## src/rtl/imm_pkg.sv

```systemverilog
// imm_pkg
//   Shared definitions for the RV32I immediate-decode stage:
//   major opcode values, the instruction-format enum and its width.
package imm_pkg;

    localparam int FMT_W = 3;

    // RV32I major opcodes (instr[6:0])
    localparam logic [6:0] OP_LOAD   = 7'b0000011;
    localparam logic [6:0] OP_OPIMM  = 7'b0010011;
    localparam logic [6:0] OP_JALR   = 7'b1100111;
    localparam logic [6:0] OP_SYSTEM = 7'b1110011;
    localparam logic [6:0] OP_STORE  = 7'b0100011;
    localparam logic [6:0] OP_BRANCH = 7'b1100011;
    localparam logic [6:0] OP_LUI    = 7'b0110111;
    localparam logic [6:0] OP_AUIPC  = 7'b0010111;
    localparam logic [6:0] OP_JAL    = 7'b1101111;

    typedef enum logic [FMT_W-1:0] {
        FMT_NONE = 3'd0,
        FMT_I    = 3'd1,
        FMT_S    = 3'd2,
        FMT_B    = 3'd3,
        FMT_U    = 3'd4,
        FMT_J    = 3'd5
    } fmt_e;

endpackage

```

## src/rtl/imm_extract.sv

```systemverilog
// imm_extract
//   Purely combinational immediate extractor. Classifies the instruction
//   format from the opcode and produces the sign-extended N-bit immediate.
// Ports:
//   instr   in   32  instruction word
//   fmt     out  3   format code (fmt_e)
//   imm     out  N   sign-extended immediate (0 for unrecognised opcodes)
//   illegal out  1   opcode not recognised
module imm_extract
    import imm_pkg::*;
#(
    parameter int N = 32
) (
    input  logic [31:0]  instr,
    output fmt_e         fmt,
    output logic [N-1:0] imm,
    output logic         illegal
);

    // Every RV32I immediate fits in 32 bits once sign-extended from
    // instr[31]; widening to N is then a plain signed extension.
    function automatic logic [N-1:0] sext32(input logic signed [31:0] v);
        return N'(v);
    endfunction

    logic [31:0] raw;

    always_comb begin
        fmt     = FMT_NONE;
        raw     = '0;
        illegal = 1'b0;
        unique case (instr[6:0])
            OP_LOAD, OP_OPIMM, OP_JALR, OP_SYSTEM: begin
                fmt = FMT_I;
                raw = {{20{instr[31]}}, instr[31:20]};
            end
            OP_STORE: begin
                fmt = FMT_S;
                raw = {{20{instr[31]}}, instr[31:25], instr[11:7]};
            end
            OP_BRANCH: begin
                fmt = FMT_B;
                raw = {{19{instr[31]}}, instr[31], instr[7], instr[30:25],
                       instr[11:8], 1'b0};
            end
            OP_LUI, OP_AUIPC: begin
                fmt = FMT_U;
                raw = {instr[31:12], 12'b0};
            end
            OP_JAL: begin
                fmt = FMT_J;
                raw = {{11{instr[31]}}, instr[31], instr[19:12], instr[20],
                       instr[30:21], 1'b0};
            end
            default: begin
                illegal = 1'b1;
            end
        endcase
        imm = sext32(raw);
    end

endmodule

```

## src/rtl/imm_decode_stage.sv

```systemverilog
// imm_decode_stage
//   Registered immediate-decode stage between fetch and register-read.
//   Decodes on the input side, then buffers fully decoded entries in an
//   output register plus one skid register so the stage sustains one
//   instruction per cycle without a combinational out_ready -> in_ready path.
// Ports:
//   clk, rst          clock, synchronous active-high reset
//   flush             drop held entries and the incoming instruction
//   in_valid/in_ready input handshake; in_ready = skid register empty
//   in_instr, in_pc   instruction word and address
//   out_valid/out_ready output handshake
//   out_instr, out_pc instruction and address passed through
//   out_imm, out_fmt  decoded immediate and format code
//   out_target        out_pc + out_imm (mod 2^N)
//   out_illegal       opcode not recognised
module imm_decode_stage
    import imm_pkg::*;
#(
    parameter int N = 32
) (
    input  logic         clk,
    input  logic         rst,
    input  logic         flush,
    input  logic         in_valid,
    output logic         in_ready,
    input  logic [31:0]  in_instr,
    input  logic [N-1:0] in_pc,
    output logic         out_valid,
    input  logic         out_ready,
    output logic [31:0]  out_instr,
    output logic [N-1:0] out_pc,
    output logic [N-1:0] out_imm,
    output fmt_e         out_fmt,
    output logic [N-1:0] out_target,
    output logic         out_illegal
);

    typedef struct packed {
        logic [31:0]  instr;
        logic [N-1:0] pc;
        logic [N-1:0] imm;
        fmt_e         fmt;
        logic [N-1:0] target;
        logic         illegal;
    } entry_t;

    // ---- stage p0: decode and target add on the incoming instruction ----
    fmt_e         dec_fmt_p0;
    logic [N-1:0] dec_imm_p0;
    logic         dec_illegal_p0;
    entry_t       new_p0;

    imm_extract #(.N(N)) u_extract (
        .instr   (in_instr),
        .fmt     (dec_fmt_p0),
        .imm     (dec_imm_p0),
        .illegal (dec_illegal_p0)
    );

    always_comb begin
        new_p0.instr   = in_instr;
        new_p0.pc      = in_pc;
        new_p0.imm     = dec_imm_p0;
        new_p0.fmt     = dec_fmt_p0;
        new_p0.target  = in_pc + dec_imm_p0;
        new_p0.illegal = dec_illegal_p0;
    end

    // ---- stage p1: output register (or) and skid register (sk) ----
    entry_t or_p1;
    entry_t sk_p1;
    logic   vld_p1;
    logic   sk_vld_p1;

    logic accept_p0;
    logic drain_p1;

    assign in_ready  = !sk_vld_p1;
    assign accept_p0 = in_valid && in_ready && !flush;
    assign drain_p1  = vld_p1 && out_ready;

    always_ff @(posedge clk) begin
        if (rst) begin
            vld_p1    <= 1'b0;
            sk_vld_p1 <= 1'b0;
            or_p1     <= '0;
            sk_p1     <= '0;
        end else if (flush) begin
            // Data is left as-is; only validity is dropped.
            vld_p1    <= 1'b0;
            sk_vld_p1 <= 1'b0;
        end else if (drain_p1 || !vld_p1) begin
            // Output register is free this cycle: refill from skid first
            // to keep FIFO order, otherwise take the new entry directly.
            if (sk_vld_p1) begin
                or_p1     <= sk_p1;
                vld_p1    <= 1'b1;
                sk_vld_p1 <= accept_p0;
                if (accept_p0) begin
                    sk_p1 <= new_p0;
                end
            end else begin
                vld_p1 <= accept_p0;
                if (accept_p0) begin
                    or_p1 <= new_p0;
                end
            end
        end else if (accept_p0) begin
            // Output held by back-pressure: park the new entry in the skid.
            sk_p1     <= new_p0;
            sk_vld_p1 <= 1'b1;
        end
    end

    assign out_valid   = vld_p1;
    assign out_instr   = or_p1.instr;
    assign out_pc      = or_p1.pc;
    assign out_imm     = or_p1.imm;
    assign out_fmt     = or_p1.fmt;
    assign out_target  = or_p1.target;
    assign out_illegal = or_p1.illegal;

endmodule

```

## config.mk

```make
export PLATFORM = sky130hd
export DESIGN_NAME = imm_decode_stage
export DESIGN_NICKNAME = d
export VERILOG_FILES = /design/src/rtl/imm_pkg.sv /design/src/rtl/imm_extract.sv /design/src/rtl/imm_decode_stage.sv
export SDC_FILE = /design/constraint.sdc
export NUM_CORES = 1
export LEC_CHECK = 0
export CAP_MARGIN = 40
export CORE_MARGIN = 5
export CORE_UTILIZATION = 40
export CTS_CLUSTER_DIAMETER = 100
export CTS_CLUSTER_SIZE = 20
export DETAILED_ROUTE_END_ITERATION = 6
export PLACE_DENSITY = 0.66
export SLEW_MARGIN = 20
export SYNTH_ARGS = -nofsm -noshare
export SYNTH_HDL_FRONTEND = slang
export SYNTH_HIERARCHICAL = 1
export SYNTH_SLANG_ARGS = --single-unit
```

## constraint.sdc

```tcl
create_clock -name clk -period 4.73 [get_ports clk]
set_input_delay 1.419 -clock clk [delete_from_list [all_inputs] [get_ports clk]]
set_output_delay 1.419 -clock clk [all_outputs]
set_load 0.05 [all_outputs]
```

==> flow_summary.json <==
{
  "wl_per_cell_um": 18.77,
  "whs_path_depth": 2,
  "crit_top_cell": "buf_4",
  "io_buffers": 202,
  "ir_drop_mv": 0.2084,
  "io_pins": 203,
  "synth_area_um2": 12840,
  "r2r_end": "out_target[28]$_SDFFE_PP0P_",
  "endpoint_kind": "register",
  "hp-class": "register to register",
  "postLayoutCoreUtil_pct": 54.00,
  "period_needed_ns": 4.601,
  "die_area_um2": 35780,
  "syn_to_final_growth_pct": 33.06,
  "antenna_left": 0,
  "synth_edf_count": 0,
  "cts.hold.buffers_added": 0,
  "critPathMaxStageDelay_ns": 0.43,
  "status": "finished, final reports clean",
  "synthCells": 1557,
  "maxSlewHeadroom_pct": 17.66,
  "drive_gt1_share_pct": 14.92,
  "clk_transition_reported_paths_ns": 0.08,
  "grt_pass1_vias": 11530,
  "routabilityCongestion": 0.9031,
  "cts_buffers": 17,
  "dp_hpwl_mm": 30.55,
  "cellLeakagePower_uw": 0.006314,
  "fp.dieW_um": 189.2,
  "fin_nets": 1962,
  "grt_first_pass_wirelength_mm": 65.35,
  "crit_required_ns": 5.15,
  "routed_wl_mm": 42.52,
  "crit_arrival_ns": 5.02,
  "min_from": "sk_p1[58]$_SDFFE_PP0P_",
  "dr.pass1.iters": 5,
  "r2r_slack_ns": 2.07,
  "antenna_found_initial": 0,
  "vias": 12130,
  "drc_errors": 0,
  "synthXorXnorAreaFrac_pct": 1.774,
  "clock_sinks": 266,
  "clockBufferDepth": 3,
  "num_antenna_cells": 0,
  "critPathMaxFanout": 15,
  "avgSynthCellArea_um2": 8.246,
  "pre_cts_ws_ns": -0.4955,
  "met1_length_mm": 18.40,
  "synthSimpleGateAreaFrac_pct": 18.23,
  "rsz0062_at_grt": "true",
  "rows": 65,
  "fmax_mhz": 217.3,
  "hold_path_end": "sk_p1[58]$_SDFFE_PP0P_",
  "clk_latency_ns": 0.52,
  "overflow": 0,
  "grt_max_degree": 146,
  "synth_warnings": 6,
  "ctsHtreeMaxLevel": 1,
  "cpMaxStageDelayCell": "clkdlybuf4s50_1",
  "dr.max_layer_used": "met4",
  "drt-initial-drc-count": 874,
  "setup_ws_ns": 0.1289,
  "final_max_slew_viol_count": 0,
  "root_buffer": "clkbuf_16",
  "maxCapViolCount": 0,
  "regToRegStartpoint": "sk_vld_p1$_SDFFE_PP0P_",
  "synth_compound_area_share_pct": 21.37,
  "synth.distinct_cells": 70,
  "track_usage_pct": 22.56,
  "yosysSeqAreaShare_pct": 41.48,
  "p_per_area_nw_per_um2": 285.3,
  "finalInstanceArea_um2": 17080,
  "start_kind": "input port",
  "synth_top_family_by_area": "compound AO/OA/AOI/OAI gates",
  "reg2reg_depth": 6,
  "fin_crit_sh_pct": 97.28,
  "cp_top_family": "compound AO/OA/AOI/OAI gates",
  "worstSetupPathType": "input port to register",
  "cp_num_buf_inv": 7,
  "dpl_cell_area_um2": 16440,
  "die-height_um": 189.2,
  "core_area_um2": 31640,
  "finClkSkew_ns": 0.01444,
  "setup_viol": 0,
  "via_per_inst": 5.356,
  "start_util_pct": 40.58,
  "crit_start": "in_instr[6]",
  "met2_length_mm": 20.78,
  "synthAdderAreaFrac_pct": 3.177,
  "worst_pin_slew_ns": 1.235,
  "ys_ff_latch": 266,
  "synthMuxAreaShare_pct": 9.122,
  "synthArstFlopShare_pct": 0,
  "syn_nets": 1658,
  "finalHoldViolations": 0,
  "tritoncts": "done",
  "wl_met3_mm": 2.178,
  "path_cells": "clkdlybuf4s50_1 -> buf_4 -> buf_12 -> and4_2 -> a32oi_4 -> buf_12 -> o21ai_0 -> buf_4 -> ha_1 -> a21o_1 -> a21o_1 -> a21oi_1 -> o21ai_0 -> buf_4 -> a21oi_1 -> buf_4 -> nand3_1 -> a311oi_1",
  "synth_ff_type": "dfxtp_1"
}
==> flip-flops by register name, indices dropped and copies added, names as in the netlist, 3 cells and up <==
name and flops:
out_pc 32, out_instr 32, out_imm 32, sk_p1 132, out_fmt 3, out_target 32
==> Yosys cell counts, drive strengths merged, types with 3 or more instances <==
| library cell | number | area share [%] |
|---|---|---|
| nand2 | 274 | 8.0 |
| dfxtp | 266 | 41 |
| nor2 | 175 | 5.1 |
| a21oi | 168 | 6.6 |
| a211oi | 130 | 7.6 |
| mux2i | 117 | 9.1 |
| clkbuf | 107 | 3.4 |
| o21ai | 35 | 1.4 |
| nand3 | 33 | 1.3 |
| ha | 31 | 3.0 |
| a21o | 21 | 1.2 |
| buf | 18 | 0.90 |
| inv | 17 | 0.50 |
| o211ai | 14 | 0.82 |
| xnor2 | 14 | 0.96 |
| xor2 | 12 | 0.82 |
| a31oi | 10 | 0.49 |
| nor2b | 10 | 0.49 |
| nor3 | 9 | 0.35 |
| o22ai | 9 | 0.44 |
| or3 | 8 | 0.42 |
| nand3b | 6 | 0.35 |
| o21a | 6 | 0.35 |
| a311oi | 5 | 0.34 |
| and2 | 5 | 0.24 |
| and3 | 4 | 0.19 |
| nand2b | 4 | 0.19 |
| nand4 | 4 | 0.19 |
| nor3b | 4 | 0.23 |
| nor4b | 3 | 0.20 |
| or2 | 3 | 0.15 |
==> per-stage QoR <==
stage / hold WS [ns] / cells / TNS [ns] / total power [uW]
floorplan: 0.4173 / 1557 / 0 / 3018
detailed placement: 0.4381 / 2238 / -16.71 / 3462
global route: 0.4744 / 2265 / -0.09448 / 5080
global placement: 0.4294 / 2238 / -16.87 / 3457
finish: 0.4563 / 2265 / 0 / 4874
CTS: 0.4574 / 2259 / 0 / 4921
==> layout by cell type, fill, tap and decap left out, types with 10 or more instances in the layout <==
cell type / instances
nand2_1: 273
dfxtp_1: 265
clkdlybuf4s50_1: 201
buf_4: 200
nor2_1: 172
a21oi_1: 162
a211oi_1: 129
mux2i_1: 117
o21ai_0: 33
nand3_1: 30
ha_1: 29
inv_1: 17
a21o_1: 17
clkbuf_16: 17
o211ai_1: 14
xnor2_1: 13
xor2_1: 12
nor2b_1: 10
==> cell type report <==
| class | count | area, um2 |
|---|---|---|
| multi-input combinational | 1149 | 7056 |
| fill | 2975 | 14550 |
| timing repair buffer | 410 | 3679 |
| clock buffer | 18 | 429.2 |
| tap | 402 | 503.0 |
| sequential | 266 | 5329 |
| clock inverter | 3 | 23.77 |
| inverter | 17 | 63.81 |
==> power breakdown <==
part | total, uW | internal [uW] | leakage (uW) | switching [uW]
Sequential | 2370 | 2320 | 0.00217 | 51.0
Clock | 1450 | 659 | 0.000224 | 796
Combinational | 1050 | 401 | 0.00392 | 646
Total | 4870 | 3380 | 0.00631 | 1490
==> worst min-delay path, delay by kind of cell, from the launching register on <==
| kind | cells | cell delay, ns |
|---|---|---|
| simple gates | 1 | 0.05 |
| flops | 1 | 0.31 |
| compound gates | 1 | 0.05 |
==> layer usage <==
metal / up-vias / track usage (%)
met1: 5708 / 28.89
met2: 286 / 39.88
met3: 55 / 3.392
met4: 0 / 5.689
li1: 6083 / -
met5: - / 0.1374
==> cell families after synthesis <==
kind of cell,count (synthesis)
AO/OA/AOI/OAI,421
XOR/XNOR,26
adder cells (fa/ha/maj),32
buffers and inverters,142
flip-flops,266
multiplexers,117
AND/OR/NAND/NOR,553
==> worst max-delay path by stage <==
stage / endpoint / slack (ns) / depth (start not counted)
CTS: out_target[30]$_SDFFE_PP0P_ / 0.005 / 17
finish: out_target[26]$_SDFFE_PP0P_ / 0.13 / 18
floorplan: out_target[31]$_SDFFE_PP0P_ / 0.20 / 13
global placement: out_target[29]$_SDFFE_PP0P_ / -0.57 / 15
detailed placement: out_target[28]$_SDFFE_PP0P_ / -0.50 / 17
global route: out_target[27]$_SDFFE_PP0P_ / -0.03 / 16
==> timing repair <==
action,in CTS,in global routing
gates resized for setup,2,28
buffers inserted,0,6
pin swaps,0,10
setup endpoints to repair,2,37
Power figures use the tool's default switching activity.
